## config.mk

```make
export PLATFORM = sky130hd
export DESIGN_NAME = rhd_miso_deserializer
export DESIGN_NICKNAME = d
export VERILOG_FILES = /design/src/rtl/rhd_miso_deserializer.sv
export SDC_FILE = /design/constraint.sdc
export NUM_CORES = 2
export LEC_CHECK = 0
export ABC_AREA = 1
export CORE_AREA = 5 5 290 292
export DETAILED_ROUTE_END_ITERATION = 8
export DIE_AREA = 0 0 295 297
export PLACE_DENSITY = 0.72
export SLEW_MARGIN = 20
export SYNTH_ARGS = -nofsm -noshare
export SYNTH_HDL_FRONTEND = slang
export SYNTH_SLANG_ARGS = --single-unit
```

## constraint.sdc

```tcl
create_clock -name clk -period 2 [get_ports clk]
set_clock_uncertainty 0.15 [all_clocks]
set_input_delay 0.6 -clock clk [delete_from_list [all_inputs] [get_ports clk]]
set_output_delay 0.6 -clock clk [all_outputs]
set_load 0.02 [all_outputs]
```

## src/rtl/rhd_miso_deserializer.sv

```systemverilog
// rhd_miso_deserializer
// Receive stage for the RHD headstage SPI link. Turns the MISO1/MISO2 bit
// streams returned by every probe during a CS-low frame into parallel 16-bit
// words. Frames with a bit count other than 16 are flagged and counted.
// SCLK sampling is pushed back by CABLE_DELAY clocks to cover the cable
// round trip.

module rhd_miso_deserializer #(
    parameter int NUM_PROBES  = 16,
    parameter int CABLE_DELAY = 0
) (
    input  logic                       clk,
    input  logic                       rst,
    input  logic                       CS,
    input  logic                       SCLK,
    input  logic [NUM_PROBES-1:0]      MISO1,
    input  logic [NUM_PROBES-1:0]      MISO2,
    output logic [16*NUM_PROBES-1:0]   data1,
    output logic [16*NUM_PROBES-1:0]   data2,
    output logic                       data_valid,
    output logic                       frame_error,
    output logic [7:0]                 error_count
);

    localparam logic [1:0] WAIT_IDLE = 2'd0;
    localparam logic [1:0] IDLE      = 2'd1;
    localparam logic [1:0] SHIFT     = 2'd2;

    logic                  cs_r;
    logic                  sclk_r;
    logic [NUM_PROBES-1:0] miso1_r;
    logic [NUM_PROBES-1:0] miso2_r;
    logic                  cs_d;
    logic                  sclk_d;

    logic                  sclk_rise_e;
    logic                  cs_rise_e;
    logic                  cs_fall_e;

    logic                  strobe;
    logic                  cs_rise_dly;

    logic [1:0]            state;
    logic [4:0]            bit_count;
    logic [NUM_PROBES-1:0][15:0] shift1;
    logic [NUM_PROBES-1:0][15:0] shift2;

    // Register the pins once, and keep a second copy of CS/SCLK for edge detection.
    always_ff @(posedge clk) begin
        // NOTE: every clocked register uses <= so all flops update from pre-edge values.
        if (rst) begin
            cs_r    <= 1'b0;
            sclk_r  <= 1'b0;
            miso1_r <= '0;
            miso2_r <= '0;
            cs_d    <= 1'b0;
            sclk_d  <= 1'b0;
        end else begin
            cs_r    <= CS;
            sclk_r  <= SCLK;
            miso1_r <= MISO1;
            miso2_r <= MISO2;
            cs_d    <= cs_r;
            sclk_d  <= sclk_r;
        end
    end

    // Registered edge events; SCLK rises only count while CS is low.
    always_ff @(posedge clk) begin
        if (rst) begin
            sclk_rise_e <= 1'b0;
            cs_rise_e   <= 1'b0;
            cs_fall_e   <= 1'b0;
        end else begin
            sclk_rise_e <= sclk_r & ~sclk_d & ~cs_r;
            cs_rise_e   <= cs_r & ~cs_d;
            cs_fall_e   <= ~cs_r & cs_d;
        end
    end

    // Cable-delay pipeline: strobe and frame end travel together so the last
    // bit is always shifted in before the frame is judged.
    generate
        if (CABLE_DELAY == 0) begin : g_no_delay
            assign strobe      = sclk_rise_e;
            assign cs_rise_dly = cs_rise_e;
        end else begin : g_delay
            logic [CABLE_DELAY-1:0] strobe_pipe;
            logic [CABLE_DELAY-1:0] rise_pipe;

            // Shift both events one stage per clock.
            always_ff @(posedge clk) begin
                if (rst) begin
                    strobe_pipe <= '0;
                    rise_pipe   <= '0;
                end else begin
                    strobe_pipe[0] <= sclk_rise_e;
                    rise_pipe[0]   <= cs_rise_e;
                    for (int i = 1; i < CABLE_DELAY; i++) begin
                        strobe_pipe[i] <= strobe_pipe[i-1];
                        rise_pipe[i]   <= rise_pipe[i-1];
                    end
                end
            end

            assign strobe      = strobe_pipe[CABLE_DELAY-1];
            assign cs_rise_dly = rise_pipe[CABLE_DELAY-1];
        end
    endgenerate

    // Frame FSM, shift registers, bit counter and the registered outputs.
    always_ff @(posedge clk) begin
        if (rst) begin
            state       <= WAIT_IDLE;
            bit_count   <= '0;
            // NOTE: the shift registers are plain flops (not RAM), so clearing them costs nothing and keeps reset state deterministic.
            shift1      <= '0;
            shift2      <= '0;
            data1       <= '0;
            data2       <= '0;
            data_valid  <= 1'b0;
            frame_error <= 1'b0;
            error_count <= '0;
        end else begin
            data_valid  <= 1'b0;
            frame_error <= 1'b0;
            case (state)
                WAIT_IDLE: begin
                    // A frame in progress at reset release is dropped.
                    if (cs_r) state <= IDLE;
                end
                IDLE: begin
                    if (cs_fall_e) begin
                        bit_count <= '0;
                        state     <= SHIFT;
                    end
                end
                SHIFT: begin
                    if (strobe) begin
                        for (int p = 0; p < NUM_PROBES; p++) begin
                            shift1[p] <= {shift1[p][14:0], miso1_r[p]};
                            shift2[p] <= {shift2[p][14:0], miso2_r[p]};
                        end
                        if (bit_count != 5'd17) bit_count <= bit_count + 5'd1;
                    end
                    // A stray CS fall here is ignored; only the delayed rise ends the frame.
                    if (cs_rise_dly) begin
                        state <= IDLE;
                        if (bit_count == 5'd16) begin
                            data1      <= shift1;
                            data2      <= shift2;
                            data_valid <= 1'b1;
                        end else begin
                            frame_error <= 1'b1;
                            if (error_count != 8'hFF) error_count <= error_count + 8'd1;
                        end
                    end
                end
                default: state <= WAIT_IDLE;
            endcase
        end
    end

endmodule

```

==> implementation parameters <==
Parameter                              Value

GRT
  Largest net degree at the start of global routing ... 108
  Leftover overflow at the end of global routing ... 0
  Wire length of the first global-routing pass ... approximately 170 mm
  Total track usage ... a little under a quarter
  Vias in the first global route ... roughly 31000
  Number of antenna violations at the first check in global routing ... 0

Pwr
  Overall power of the completed layout ... 43.3 mW
  Pwr Density ... 921 nW/um2
  IR Drop Worst-Case VDD ... 774 uV
  Lkg Pwr ... 20.8 nW

Synthesis
  Most instantiated cells after synthesis ... dfxtp_1 (1080), nor2_1 (1075), nand2_1 (556)
  Synthesized area per cell ... 7.93 um2
  Library cells used by synthesis ... 23
  Cell with the most instances after synthesis ... dfxtp_1
  Synthesized instance count ... 4755
  Count of flip-flops with a built-in enable after synthesis ... 0
  Top flip-flop cell by instance count after synthesis ... dfxtp_1
  Share of async-settable or async-resettable flops after synthesis ... 0%
  Share of synthesized area occupied by flip-flops and latches ... 57.4%
  Area fraction of the dominant cell type after synthesis ... 57.4%
  Leading post-synthesis cells by cell area ... dfxtp_1 (57%), nor2_1 (11%), nand3_1 (7.0%)
  YS warnings ... 0
  Synth area leader ... dfxtp_1
  Flop and latch count out of synthesis ... 1080
  Syn Std Cell Area ... ~38000 um2
  Post-synth net total ... between 4000 and 5000

Critical path
  Crit path launch type ... flop
  Highest fanout seen on the critical path ... 2
  Setup Crit Path Kind ... flop to primary output
  Top Family by Delay on Critical Path ... flip-flops
  Crit-path cells ... buf_4
  Data arrival time of the critical path ... 1.21 ns
  Worst r2r path cells ... 10
  Reg-to-Reg Start ... bit_count[1]$_SDFFE_PP0P_
  Slowest stage cell, crit path ... dfxtp_1
  Worst flop-to-flop path endpoint ... data1[194]$_SDFFE_PP0P_
  Delay of the slowest critical-path stage ... 0.40 ns
  Worst path required time ... 1.25 ns
  Capturing element type of the critical path ... primary output
  Worst path bufs/invs ... 1
  Reg-to-reg slack, setup ... between 0.1 and 0.15 ns

Timing
  Period Utilization, post-route ... 97.8%
  Final period demand of the worst path ... approximately 2.0 ns
  Final Hold Fails ... 0
  Setup violation total in the final timing report ... 0
  Slew at the pin with the worst max-slew slack ... 0.548 ns
  Fin worst setup slack ... between 0.04 and 0.05 ns
  Max-slew violations ... 0
  Relative slew slack ... 63.4%
  Achievable Freq ... slightly above 500 MHz

Finish
  Fill cell count ... about 7300
  Antenna fix cells ... 0
  Area growth, synth to finish ... 24.7%
  Share of final-layout standard cells stronger than drive strength 1 ... ~18%
  Post-layout instance count excluding filler cells ... 6332
  Total Nets Final ... about 5200

CTS
  Hold-fix buffer count after cts ... 0
  TritonCTS Buffers ... ~110
  Buffer cell driving the clock tree root ... clkbuf_16
  Number of H-tree branching levels ... 3
  CTS Sinks ... roughly 1100
  Clock transition at the registers of the reported paths ... about 0.060 ns
  Deepest clock path buffer count ... 3
  CTS tree ... yes
  Source-to-sink clock delay at the later pin of the worst-skew pair ... 0.65 ns

Placed design
  Final Wtd Congestion ... 0.820
  Post-DP HPWL ... 67.4 mm
  Placed cells ... approximately 6100
  I/O Buffers ... around 560
  Worst slack, placed ... roughly 0.052 ns

Floorplanning
  Number of standard-cell rows in the floorplan ... 105
  Count of pins on the block boundary ... between 500 and 600
  Height of the die ... 297 um
  Core Region ... just over 80000 um2
  Die ar. ... 87600 um2
  Initial core utilization ... 46.3%
  Die X ... 295 um

Worst hold path
  Path type of the worst min-delay path ... primary input to flop
  Hold Crit Endpoint ... shift1[107]$_SDFFE_PP0P_
  Hold path start ... rst
  Hold path depth ... 2

Detailed routing
  First drt pass iteration count ... 6
  Post-DR wirelength/cell ... roughly 17 um
  Via total after detailed routing ... 33824
  Starting DRT DRC Count ... about 3100
  Detailed-route vias per instance ... 5.34
  Antenna-violating nets left ... 0
  Number of remaining DRC errors ... 0
  Final routed wirelength across all metal layers ... 110 mm

Run status
  Status ... complete, no violations

Flow run
  Number of maximum-capacitance constraint violations ... 0
flip-flops by register name (all words and copies together), names as in the netlist:
| name | count |
|---|---|
| data_valid | 1 |
| shift1 | 256 |
| sclk_r | 1 |
| sclk_rise_e | 1 |
| miso1_r | 16 |
| miso2_r | 16 |
| state | 2 |
| bit_count | 5 |
| error_count | 8 |
| sclk_d | 1 |
| cs_rise_dly | 1 |
| frame_error | 1 |
| data1 | 256 |
| cs_fall_e | 1 |
| data2 | 256 |
| cs_r | 1 |
| shift2 | 256 |
| cs_d | 1 |
what timing repair did:
| action | 4_1_cts | 5_1_grt |
|---|---|---|
| buffers inserted | 0 | 2 |
| setup endpoints to repair | 521 | 230 |
| gates resized for setup | 2266 | 90 |
| gates cloned | 0 | 12 |
worst max path at each step:
stage	depth (start not counted)	slack (ns)	end	startpoint
6_report	1	0.04	data2[77]	data2[77]$_SDFFE_PP0P_
5_1_grt	1	-0.001	data1[91]	data1[91]$_SDFFE_PP0P_
4_1_cts	1	0.0001	data1[5]	data1[5]$_SDFFE_PP0P_
3_5_place_dp	9	0.05	data1[254]$_SDFFE_PP0P_	bit_count[1]$_SDFFE_PP0P_
3_3_place_gp	9	0.11	data1[26]$_SDFFE_PP0P_	bit_count[0]$_SDFFE_PP0P_
2_1_floorplan	5	0.06	miso1_r[0]$_SDFF_PP0_	rst
logic make-up after synthesis:
family          Yosys count  synth area share, %
simple gates           2169                 23.5
flops                  1080                 57.4
compound gates         1042                 13.8
buf+inv                 456                 5.11
xor+xnor                  4               0.0930
fa+ha+maj                 4                0.133
cell type report:
type / instances / area, um2 / share of cell area, %
sequential: 1080 / 21700 / 46.2
clock inverter: 44 / 656 / 1.40
multi-input combinational: 3219 / 14200 / 30.1
tap: 1070 / 1340 / 2.85
timing repair buffer: 718 / 5820 / 12.4
inverter: 53 / 226 / 0.482
clock buffer: 148 / 3060 / 6.52
per-layer routing:
metal / up-vias / track usage, % / part of all wire [%]
met5: - / 0 / 0
met4: 0 / 6.53 / 2.5
met3: 149 / 3.91 / 7.1
met2: 1136 / 36.8 / 47
met1: 16055 / 32.6 / 44
li1: 16484 / - / -
report_power, final:
part	switching (mW)	internal [mW]	total [mW]
logic	0.578	0.243	0.822
registers	0.0216	21.6	21.6
clock network	8.47	12.4	20.9
per-stage QoR:
stage | hold WS, ns | utilization, % | setup TNS, ns | area (um2)
3_3_place_gp | 0.219 | 55.3 | 0 | 45000
4_1_cts | 0.0401 | 57.1 | 0 | 46500
6_report | 0.0886 | 57.8 | 0 | 47000
5_1_grt | 0.0628 | 57.8 | -0.00106 | 47000
3_5_place_dp | 0.226 | 55.3 | 0 | 45000
2_1_floorplan | 0.224 | - | 0 | 37700
placed cells by master, fill, tap and decap left out, drive strengths merged:
master         count
nand3            528
bufinv            13
xor2               1
clkdlybuf4s15      1
nand4              3
nor2            1075
a211oi             1
ha                 4
nand2            556
a21oi            525
dfxtp           1080
inv               53
clkbuf           164
o31ai              1
o21ai            515
xnor2              3
clkinvlp           5
nor4               1
clkinv            26
nand3b             3
buf              667
nor3               3
clkdlybuf4s50     34
Power figures use the tool's default switching activity.
